[src/rtl/nunchuck_poll_ctrl.sv]
// Nunchuck poll controller: periodically requests a 3-byte report
// (X, Y, buttons) from the link layer, collects the bytes with a per-byte
// idle timeout, and publishes the latest joystick/button state.
// Optional feature macro: NUNCHUCK_DEADZONE_EN snaps X/Y values within
// DEADZONE of centre (128) to exactly 128.
module nunchuck_poll_ctrl #(
  parameter int POLL_PERIOD = 50000,
  parameter int TIMEOUT     = 10000,
  parameter int DEADZONE    = 4
) (
  input  logic       clk,
  input  logic       rst,
  input  logic       en,
  input  logic [7:0] byte_in,
  input  logic       byte_valid,
  output logic       req_tick,
  output logic [7:0] x_val,
  output logic [7:0] y_val,
  output logic       z_but,
  output logic       ready_tick,
  output logic       timeout_tick,
  output logic       busy,
  output logic [7:0] err_cnt
);

  localparam int TimerW = (POLL_PERIOD > 2) ? $clog2(POLL_PERIOD) : 1;
  localparam int TmoW   = $clog2(TIMEOUT + 1);

  localparam logic [TimerW-1:0] TimerLast = TimerW'(POLL_PERIOD - 1);
  localparam logic [TmoW-1:0]   TmoLoad   = TmoW'(TIMEOUT);

  localparam logic [1:0] IDLE = 2'd0;
  localparam logic [1:0] REQ  = 2'd1;
  localparam logic [1:0] RECV = 2'd2;

`ifdef NUNCHUCK_DEADZONE_EN
  localparam bit DzEnable = 1'b1;
`else
  localparam bit DzEnable = 1'b0;
`endif

  logic [1:0]        state_q, state_d;
  logic [TimerW-1:0] timer_q, timer_d;
  logic              pollPend_q, pollPend_d;
  logic [1:0]        idx_q, idx_d;
  logic [TmoW-1:0]   tmo_q, tmo_d;
  logic [7:0]        stage0_q, stage0_d;
  logic [7:0]        stage1_q, stage1_d;
  logic [7:0]        xVal_q, xVal_d;
  logic [7:0]        yVal_q, yVal_d;
  logic              zBut_q, zBut_d;
  logic              readyTick_q, readyTick_d;
  logic              timeoutTick_q, timeoutTick_d;
  logic [7:0]        errCnt_q, errCnt_d;
  logic              pollWrap;

  // Snap a raw axis value to centre when it lies inside the dead band;
  // the distance from 128 is taken as a 9-bit two's-complement difference.
  function automatic logic [7:0] applyDeadzone(input logic [7:0] v);
    logic [8:0] diff;
    logic [8:0] mag;
    logic [7:0] result;
    diff = {1'b0, v} - 9'd128;
    mag  = diff[8] ? (~diff + 9'd1) : diff;
    result = v;
    if (DzEnable && (mag <= 9'(DEADZONE))) begin
      result = 8'd128;
    end
    return result;
  endfunction

  assign pollWrap = en && (timer_q == TimerLast);

  // Next-state logic: poll timer, pending flag, and the IDLE/REQ/RECV sequencer.
  always_comb begin
    state_d       = state_q;
    timer_d       = timer_q;
    pollPend_d    = pollPend_q;
    idx_d         = idx_q;
    tmo_d         = tmo_q;
    stage0_d      = stage0_q;
    stage1_d      = stage1_q;
    xVal_d        = xVal_q;
    yVal_d        = yVal_q;
    zBut_d        = zBut_q;
    readyTick_d   = 1'b0;
    timeoutTick_d = 1'b0;
    errCnt_d      = errCnt_q;

    if (!en) begin
      timer_d = '0;
    end else if (pollWrap) begin
      timer_d = '0;
    end else begin
      timer_d = timer_q + TimerW'(1);
    end

    if (!en) begin
      pollPend_d = 1'b0;
    end else begin
      if ((state_q == IDLE) && pollPend_q) begin
        pollPend_d = 1'b0;
      end
      if (pollWrap) begin
        pollPend_d = 1'b1;
      end
    end

    case (state_q)
      IDLE: begin
        if (pollPend_q && en) begin
          state_d = REQ;
        end
      end
      REQ: begin
        idx_d   = 2'd0;
        tmo_d   = TmoLoad;
        state_d = RECV;
      end
      RECV: begin
        if (byte_valid) begin
          tmo_d = TmoLoad;
          case (idx_q)
            2'd0: begin
              stage0_d = byte_in;
              idx_d    = 2'd1;
            end
            2'd1: begin
              stage1_d = byte_in;
              idx_d    = 2'd2;
            end
            default: begin
              xVal_d      = applyDeadzone(stage0_q);
              yVal_d      = applyDeadzone(stage1_q);
              zBut_d      = byte_in[0];
              readyTick_d = 1'b1;
              idx_d       = 2'd0;
              state_d     = IDLE;
            end
          endcase
        end else if (tmo_q <= TmoW'(1)) begin
          timeoutTick_d = 1'b1;
          if (errCnt_q != 8'hFF) begin
            errCnt_d = errCnt_q + 8'd1;
          end
          idx_d   = 2'd0;
          state_d = IDLE;
        end else begin
          tmo_d = tmo_q - TmoW'(1);
        end
      end
      default: begin
        state_d = IDLE;
      end
    endcase
  end

  // State registers; reset returns to a centred, idle, error-free controller.
  always_ff @(posedge clk or posedge rst) begin
    if (rst) begin
      state_q       <= IDLE;
      timer_q       <= '0;
      pollPend_q    <= 1'b0;
      idx_q         <= 2'd0;
      tmo_q         <= '0;
      stage0_q      <= 8'd0;
      stage1_q      <= 8'd0;
      xVal_q        <= 8'd128;
      yVal_q        <= 8'd128;
      zBut_q        <= 1'b0;
      readyTick_q   <= 1'b0;
      timeoutTick_q <= 1'b0;
      errCnt_q      <= 8'd0;
    end else begin
      state_q       <= state_d;
      timer_q       <= timer_d;
      pollPend_q    <= pollPend_d;
      idx_q         <= idx_d;
      tmo_q         <= tmo_d;
      stage0_q      <= stage0_d;
      stage1_q      <= stage1_d;
      xVal_q        <= xVal_d;
      yVal_q        <= yVal_d;
      zBut_q        <= zBut_d;
      readyTick_q   <= readyTick_d;
      timeoutTick_q <= timeoutTick_d;
      errCnt_q      <= errCnt_d;
    end
  end

  assign req_tick     = (state_q == REQ);
  assign busy         = (state_q != IDLE);
  assign x_val        = xVal_q;
  assign y_val        = yVal_q;
  assign z_but        = zBut_q;
  assign ready_tick   = readyTick_q;
  assign timeout_tick = timeoutTick_q;
  assign err_cnt      = errCnt_q;

endmodule

[config.mk]
export PLATFORM = sky130hd
export DESIGN_NAME = nunchuck_poll_ctrl
export DESIGN_NICKNAME = d
export VERILOG_FILES = /design/src/rtl/nunchuck_poll_ctrl.sv
export SDC_FILE = /design/constraint.sdc
export NUM_CORES = 1
export LEC_CHECK = 0
export CORE_MARGIN = 3
export CORE_UTILIZATION = 55
export CTS_BUF_LIST = sky130_fd_sc_hd__clkbuf_4 sky130_fd_sc_hd__clkbuf_8 sky130_fd_sc_hd__clkbuf_16
export CTS_CLUSTER_DIAMETER = 200
export DETAILED_ROUTE_END_ITERATION = 16
export PLACE_DENSITY = 0.81
export SYNTH_ARGS = -nofsm -noshare
export SYNTH_HDL_FRONTEND = slang
export SYNTH_SLANG_ARGS = --single-unit
export TNS_END_PERCENT = 5
[constraint.sdc]
create_clock -name clk -period 2.9 [get_ports clk]
set_input_delay 0.29 -clock clk [delete_from_list [all_inputs] [get_ports clk]]
set_output_delay 0.29 -clock clk [all_outputs]
set_load 0.03 [all_outputs]
# Word-level counts from Yosys, hierarchy flattened
# Index checks and enable logic that the tools add are counted.
[classes] n_addsub=3 magnitude_cmp=1 eq_ne=10 mux=22 bitwise=2 n_reduce_logical=15
[ops] op="$mux 16" count=2
[ops] op="$mux 14" count=2
[ops] op="$pmux 14 s2" count=1
[ops] op="$add 16x1->16 const B" count=1
[ops] op="$eq 16x16->1 const B" count=1
[ops] op="$le 14x1->1 const B" count=1
[ops] op="$sub 14x1->14 const B" count=1
[ops] op="$reduce_and 3->1" count=4
[ops] op="$mux 2" count=5
[ops] op="$mux 1" count=9
[ops] op="$ne 3x3->1 const B" count=3
[ops] op="$add 8x1->8 const B" count=1
[ops] op="$ne 8x8->1 const B" count=1
[ops] op="$pmux 2 s2" count=2
[ops] op="$pmux 2 s3" count=1
[ops] op="$eq 2x1->1 const B" count=2
[ops] op="$logic_not 2->1" count=2
[ops] op="$reduce_and 2->1" count=2
[ops] op="$reduce_and 4->1" count=1
[ops] op="$reduce_bool 2->1" count=2
[ops] op="$logic_and 1x1->1" count=3
[ops] op="$ne 3x1->1 const B" count=1
[ops] op="$eq 2x2->1 const B" count=1
[ops] op="$ne 2x1->1 const B" count=1
[ops] op="other kinds (2)" count=3
[totals] ff_bits=78 inputBits=12 out_inout_bits=29 word_cells=66

# Longest topological paths before layout
# Gate-level depths: netlist (run 1).
[depth] word_depth=5 depth_mapped=7 depth_no_buf=7

# Least setup slack after synthesis (run 1)
# Ideal clock, no wire load.
[synth_timing] path_kind="register to register" start="register tmo_q[6]" end="register errCnt_q[1] (netlist: err_cnt[1])" setup_ns=0.125 arrival_ns=2.094 setup_slack_ns=0.682 stages_incl_launch_ff=7 path_buffers=1 period_less_slack_ns=2.218 cell_sequence="dfrtp_1 clkbuf_1 nor4_1 o2111ai_1 nor3_1 and2_1 mux2_2"
[synth_via] elab_chain_cells=2
[synth_lines] element="from (decl)" line_no="46" rtl="logic [TmoW-1:0] tmo_q, tmo_d;"
[synth_lines] element="from (signal assigned)" line_no="179" rtl="tmo_q <= tmo_d;"
[synth_lines] element="$le 14x1->1" line_no="141" rtl="end else if (tmo_q <= TmoW'(1)) begin"
[synth_lines] element="$reduce_and 4->1 (no line)"
[synth_lines] element="to (signal assigned)" line_no="187" rtl="errCnt_q <= errCnt_d;"
[synth_lines] element="to (decl)" line_no="54" rtl="logic [7:0] errCnt_q, errCnt_d;"
# No other way between the ends.
# A chain may end at the register's enable or synchronous reset.

# Worst setup path in the final report (run 1)
[layout_timing] start="register tmo_q[0]" end="register tmo_q[11]"
[layout_via] elab_chain_cells=4 word_cells_on_any_way=7 classes_between="add/sub (1); order compare (1); eq/ne (1); mux (3); reduce/logical (1)"
[layout_lines] element="$sub 14x1->14" line_no="149" rtl="tmo_d = tmo_q - TmoW'(1);"
[layout_lines] element="$mux 14" line_no="141"
[layout_lines] element="$mux 14" line_no="121" rtl="if (byte_valid) begin"
[layout_lines] element="$pmux 14 s2" line_no="109" rtl="case (state_q)"
# Parallel ways exist; a longest one is shown, timed or not. The select of a mux whose other input is x is not followed.

==> results.md, run 1 <==
* Root Buffer: clkbuf_8
* Commonest non-fill, non-tap cell in the layout: dfrtp_1
* DRT Pass-1 Iters at 4
* # H-tree levels at 3
* WL met1 at 2.97 mm
* Via-per-instance ratio at 5.64
* Most used cell, CP: or3_1
* Core ar. at 6030 um^2
* CTS clock-pin slew for the worst setup and hold paths at 90 ps
* Worst-Skew Late Latency at 350 ps
* Max incr delay on CP at 550 ps
* Most frequent cells in the layout: 76 x dfrtp_1, 40 x clkdlybuf4s50_1, 35 x mux2_2
* Worst hold-check path type: primary input to asynchronous set/reset pin
* Post-synth EDFFs at 0
* Fin crit share at 78.8%
* Clock Path Buffers at 2
* Endpoint class of the critical path: register
* CP Capture Point: tmo_q[11]
* Final setup margin at 614 ps
* DR iter-0 viols at 131
* Maximum vdd drop at 0.000629 V
* Distinct cells, synth at 39
* TritonCTS buffer count at 9
* Via count at 2442
* Cells on worst reg2reg path at 5
* Layout cells sized above 1 at 18.4%
* First-pass GRT wire length at 11.0 mm
* Ys flop type: dfrtp_1
* GRT Util Overall at 19.1%
* Critical path startpoint: tmo_q[0]
* Post-cts sizing count at 0
* CP startpoint kind: register
* Largest net degree at the start of global routing at 41
* Met2 Wirelength at 3.29 mm
* Syn nets at 320
* Arr. time, crit path at 2570 ps
* Layout area overhead at 20.5%
* Unrepaired setup endpoints after global routing: no
* Max Cap Viol at 0
* Required @ worst endpoint at 3190 ps
* Filler cell count at 433
* Reg2reg start: tmo_q[0]
* Pwr/cell area at 803 nW/um^2
* Clock skew at 10.6 ps
* Min Tclk post-route at 2290 ps
* Achievable Freq at 437 MHz
* Die Y at 85.6 um
* Residual DRC at 0
* Rel. slew slack at 46.6%
* Area of the multi-input gates at 1480 um^2
* Post-place setup slack at 647 ps
* Final hold viol count at 0
* Worst-path fanout max at 7
* Final nets at 369
* Vias in the first global route at 2441
* CTS tree: done
* CTS Hold Bufs at 0
* Total Wirelength at 6.55 mm
* Leakage Power at 1.84 nW
* Highest routed layer: met4
* Flop-to-flop setup slack at 610 ps
* FP Rows at 28
* Placed wire-length estimate at 4.58 mm
* Routed Antenna Nets at 0
* Pwr Total at 0.00337 W
* WS Path Type: register to register
* Final std cells w/o fill at 433
* Sequential cell area fraction in the yosys report at 56.0%
* Final setup vio count at 0
* Max-slew violations at 0
* Metal3 WL at 261 um
* CP max stage cell: or4_4
* Starting density of the core at 57.9%
* I/O Buffers at 40
* GP Congestion at 0.902
* Post-CTS Setup Bufs at 0
* Mapped Cells at 304
* GRT Residual Overflow at 0
* Setup TNS at 0 ps
* Full die area at 7330 um^2
* Avg Inst Size Synth at 11.5 um^2
* FF+latch count, synth at 78
* Post-Place Cells at 417
* Initial antenna violation count at 0
* # diodes at 0
* Ys async rst share at 100%
* Die W at 85.6 um
* # IOs at 41
* RR Endpoint: tmo_q[11]
* Status: completed
* CTS sink count at 78
* Worst Tran Pin Value at 800 ps
* CP cell instances: or4_4 > or3_1 > or3_1 > or4_1 > nand2_1
* Mapped Area at 3490 um^2
* Drt wl/cell at 15.1 um
* Yosys warns at 0
* FF+latch area at 1950 um^2
[cell usage after synthesis (all sizes together) (2+ instances only)]
cell type	count	area (um^2)
nor2	30	113
xnor2	9	78.8
o211ai	3	22.5
mux2i	2	20.0
a21o	4	30.0
ha	4	50.1
or3	6	37.5
dfstp	2	52.6
inv	8	30.0
nand2b	2	12.5
a21oi	8	40.0
mux2	35	394
or4	6	51.3
and2	4	25.0
and4	4	35.0
nand2	22	82.6
o22ai	2	12.5
nor3b	2	15.0
clkbuf	5	18.8
o31ai	4	30.0
nor3	4	20.0
xor2	15	131
o21ai	6	33.8
nor2b	3	18.8
dfrtp	76	1900
nor4	4	25.0
and3	2	12.5
or2	3	18.8
nand3	13	65.1
o2111ai	2	17.5
nand4	9	56.3
[logic make-up (layout without fill, tap and decap cells)]
| group | count (synthesis) | after routing | synth area share (%) |
|---|---|---|---|
| flops | 78 | 78 | 56.0 |
| xor+xnor | 24 | 24 | 6.03 |
| simple gates | 114 | 114 | 16.9 |
| fa+ha+maj | 4 | 4 | 1.44 |
| buf+inv | 14 | 68 | 1.54 |
| compound gates | 33 | 33 | 6.21 |
| mux | 37 | 37 | 11.9 |
[sequential cells by signal (all words and copies together), names as in the netlist, 8 cells and up]
name / flops
x_val: 8
err_cnt: 8
stage0_q: 8
tmo_q: 14
y_val: 8
timer_q: 16
stage1_q: 8
[area by class of cell]
class / count / share of cell area, %
clock buffers: 10 / 3.13
clock inverters: 6 / 1.64
flip-flops and latches: 78 / 46.5
well taps: 75 / 2.23
multi-input cells: 212 / 35.2
repair buffers: 44 / 10.5
inverters: 8 / 0.715
[report_power, final]
part           leakage, nW  switching, W  total, W  internal, W
logic                0.737      0.000481  0.000953     0.000472
registers             1.00      0.000217   0.00160      0.00139
clock network        0.101      0.000403  0.000816     0.000413
[metal layers]
metal | GRT usage (%) | vias up
li1 | - | 1181
met1 | 23.5 | 1217
met2 | 31.5 | 42
met3 | 6.44 | 2
met4 | 6.91 | 0
met5 | 0 | -
[worst max-delay path: cells and delay by family (launching register included)]
kind | cells | cell delay, ps
simple gates | 5 | 1780
flops | 1 | 440
[worst min path at each step]
stage,endpoint,from,slack [ps]
final,x_val[5],rst,420
after global routing,x_val[5],rst,470
after CTS,x_val[5],rst,440
after detailed placement,timer_q[0],timer_q[0],480
after global placement,timer_q[0],timer_q[0],470
after floorplan,state_q[0],en,400
[metrics by stage]
step / cell area [um^2] / util [%] / hold slack (ps)
after floorplan: 3490 / - / 405
after global routing: 4200 / 69.7 / 469
after detailed placement: 4000 / 66.4 / 483
after CTS: 4200 / 69.7 / 439
after global placement: 4000 / 66.4 / 470
final: 4200 / 69.7 / 416
Power figures use the tool's default switching activity.
==> inputs of run 2 (changes only) <==
==> constraint.sdc (replaced) <==
create_clock -name clk -period 2.25 [get_ports clk]
set_input_delay 0.225 -clock clk [delete_from_list [all_inputs] [get_ports clk]]
set_output_delay 0.225 -clock clk [all_outputs]
set_load 0.03 [all_outputs]
==> run 2 against run 1 <==
Against the previous run:
- register-to-register slack got worse by 550 ps
- sequential cell count unchanged
- sequential power increased by 28%
- clock-buffer cell count unchanged
- critical path type unchanged
- power increased by 35%
- design area increased by 3.0%
- sequential share of layout area decreased by 1.4 points
- critical endpoint unchanged
==> results.md, run 2 (synthesis results as in run 1) <==
* Status: completed (unchanged)
* Final setup vio count at 0 (unchanged)
* Routed Antenna Nets at 0 (unchanged)
* First-pass GRT wire length at 11.9 mm (was 11.0 mm)
* Die Y at 85.6 um (unchanged)
* Placed Area at 4080 um^2 (was 4000 um^2)
* Layout area overhead at 24.1% (was 20.5%)
* Hold Slack at 255 ps (was 416 ps)
* Via count at 2478 (was 2442)
* Core ar. at 6030 um^2 (unchanged)
* Min Tclk post-route at 2180 ps (was 2290 ps)
* GRT Residual Overflow at 0 (unchanged)
* Final std cells w/o fill at 443 (was 433)
* Drt wl/cell at 15.5 um (was 15.1 um)
* Max-slew violations at 0 (unchanged)
* Regs by FF count: timer_q: 16 flops, tmo_q: 14 flops (unchanged)
* Unrepaired setup endpoints after global routing: yes (was no)
* CP max stage cell: or4_4 (unchanged)
* Commonest non-fill, non-tap cell in the layout: dfrtp_1 (unchanged)
* Largest net degree at the start of global routing at 79 (was 41)
* Layout cells sized above 1 at 21.7% (was 18.4%)
* Total Wirelength at 6.88 mm (was 6.55 mm)
* Root Buffer: clkbuf_8 (unchanged)
* RR Endpoint: tmo_q[11] (unchanged)
* # IOs at 41 (unchanged)
* FP Rows at 28 (unchanged)
* Worst-path fanout max at 5 (was 7)
* Reg2reg start: tmo_q[0] (unchanged)
* Vias in the first global route at 2589 (was 2441)
* I/O Buffers at 40 (unchanged)
* Arr. time, crit path at 2470 ps (was 2570 ps)
* GRT Util Overall at 20.8% (was 19.1%)
* CP startpoint kind: register (unchanged)
* Achievable Freq at 458 MHz (was 437 MHz)
* Fin crit share at 97.0% (was 78.8%)
* Post-Place Cells at 427 (was 417)
* Maximum vdd drop at 0.000919 V (was 0.000629 V)
* Placed wire-length estimate at 4.76 mm (was 4.58 mm)
* Biggest register: timer_q (unchanged)
* # H-tree levels at 3 (unchanged)
* Die W at 85.6 um (unchanged)
* Starting density of the core at 57.9% (unchanged)
* Final nets at 379 (was 369)
* # diodes at 0 (unchanged)
* Required @ worst endpoint at 2540 ps (was 3190 ps)
* Rel. slew slack at 67.1% (was 46.6%)
* Worst-Skew Late Latency at 360 ps (was 350 ps)
* Most frequent cells in the layout: 76 x dfrtp_1, 40 x clkdlybuf4s50_1, 35 x mux2_2 (unchanged)
* CTS tree: done (unchanged)
* Clock Path Buffers at 2 (unchanged)
* Finished Cell Area at 4330 um^2 (was 4200 um^2)
* TritonCTS buffer count at 9 (unchanged)
* Residual DRC at 0 (unchanged)
* Endpoint class of the critical path: register (unchanged)
* Max Cap Viol at 0 (unchanged)
* GP Congestion at 0.832 (was 0.902)
* Via-per-instance ratio at 5.59 (was 5.64)
* Flop-to-flop setup slack at 70 ps (was 610 ps)
* CTS Hold Bufs at 0 (unchanged)
* Clock skew at 13.1 ps (was 10.6 ps)
* Max incr delay on CP at 550 ps (about the same)
* Max reg flops at 16 (unchanged)
* WS Path Type: register to register (unchanged)
* Leakage Power at 1.91 nW (was 1.84 nW)
* Full die area at 7330 um^2 (unchanged)
* DR iter-0 viols at 79 (was 131)
* Initial antenna violation count at 0 (unchanged)
* CTS clock-pin slew for the worst setup and hold paths at 80 ps (was 90 ps)
* Final hold viol count at 0 (unchanged)
* Post-CTS Setup Bufs at 0 (unchanged)
* Worst hold-check path type: primary input to asynchronous set/reset pin (unchanged)
* DRT Pass-1 Iters at 4 (unchanged)
* Worst Tran Pin Value at 492 ps (was 800 ps)
* Final Util at 71.8% (was 69.7%)
* CTS sink count at 78 (unchanged)
* CP cell instances: or4_4 > or3_4 > or3_1 > or4_1 > nand2_1 (was or4_4 > or3_1 > or3_1 > or4_1 > nand2_1)
* Pwr/cell area at 1050 nW/um^2 (was 803 nW/um^2)
* Cells on worst reg2reg path at 5 (unchanged)
==> run 2: cell count changes in the layout (fill, tap and decap cells not counted), sizes merged <==
cell and delta:
inv -1, buf +10, bufinv +1
==> run 2: metal layers <==
metal	share of wire (%)	global-route usage, %	up-vias
li1	-	-	1196
met5	0	0	-
met4	1.4	8.35	0
met1	42	25.1	1222
met3	4.3	6.34	10
met2	53	34.7	50
==> run 2: repair_timing <==
item / in CTS / in global routing
hold endpoints to repair: 0 / 0
gates resized for setup: 0 / 4
endpoints found under the setup margin: 0 / 8
==> run 2: area by class of cell <==
| type | count | area (um^2) |
|---|---|---|
| Sequential cell | 78 | 1950 |
| Clock buffer | 10 | 138 |
| Clock inverter | 6 | 93.8 |
| Tap cell | 75 | 93.8 |
| Timing Repair Buffer | 54 | 518 |
| Multi-Input combinational cell | 212 | 1500 |
| Fill cell | 410 | 1700 |
| Inverter | 8 | 30.0 |
==> run 2: worst max path at each step <==
stage / depth (start not counted) / to / startpoint / slack (ps)
6_report: 5 / tmo_q[11] / tmo_q[0] / 70
5_1_grt: 5 / tmo_q[1] / tmo_q[6] / -30
4_1_cts: 5 / tmo_q[11] / tmo_q[0] / 40
3_5_place_dp: 5 / tmo_q[11] / tmo_q[0] / 50
3_3_place_gp: 5 / tmo_q[11] / tmo_q[0] / 80
2_1_floorplan: 1 / err_cnt[0] / rst / 30
==> run 2: metrics by stage <==
stage          total power, W  setup TNS, ps  setup WS, ps
2_1_floorplan         0.00286              0          31.8
5_1_grt               0.00482           -113         -32.3
3_5_place_dp          0.00339              0          50.5
3_3_place_gp          0.00332              0          75.9
6_report              0.00456              0          67.7
4_1_cts               0.00459              0          35.1
==> run 2: power by group <==
part           switching, W  leakage, nW  internal (W)
logic              0.000669        0.787      0.000663
clock network      0.000523        0.113      0.000662
registers          0.000258         1.00       0.00179
==> run 2: critical path, delay by kind of cell, from the launching register on <==
| family | cells | cell delay (ps) |
|---|---|---|
| simple gates | 5 | 1720 |
| flops | 1 | 420 |
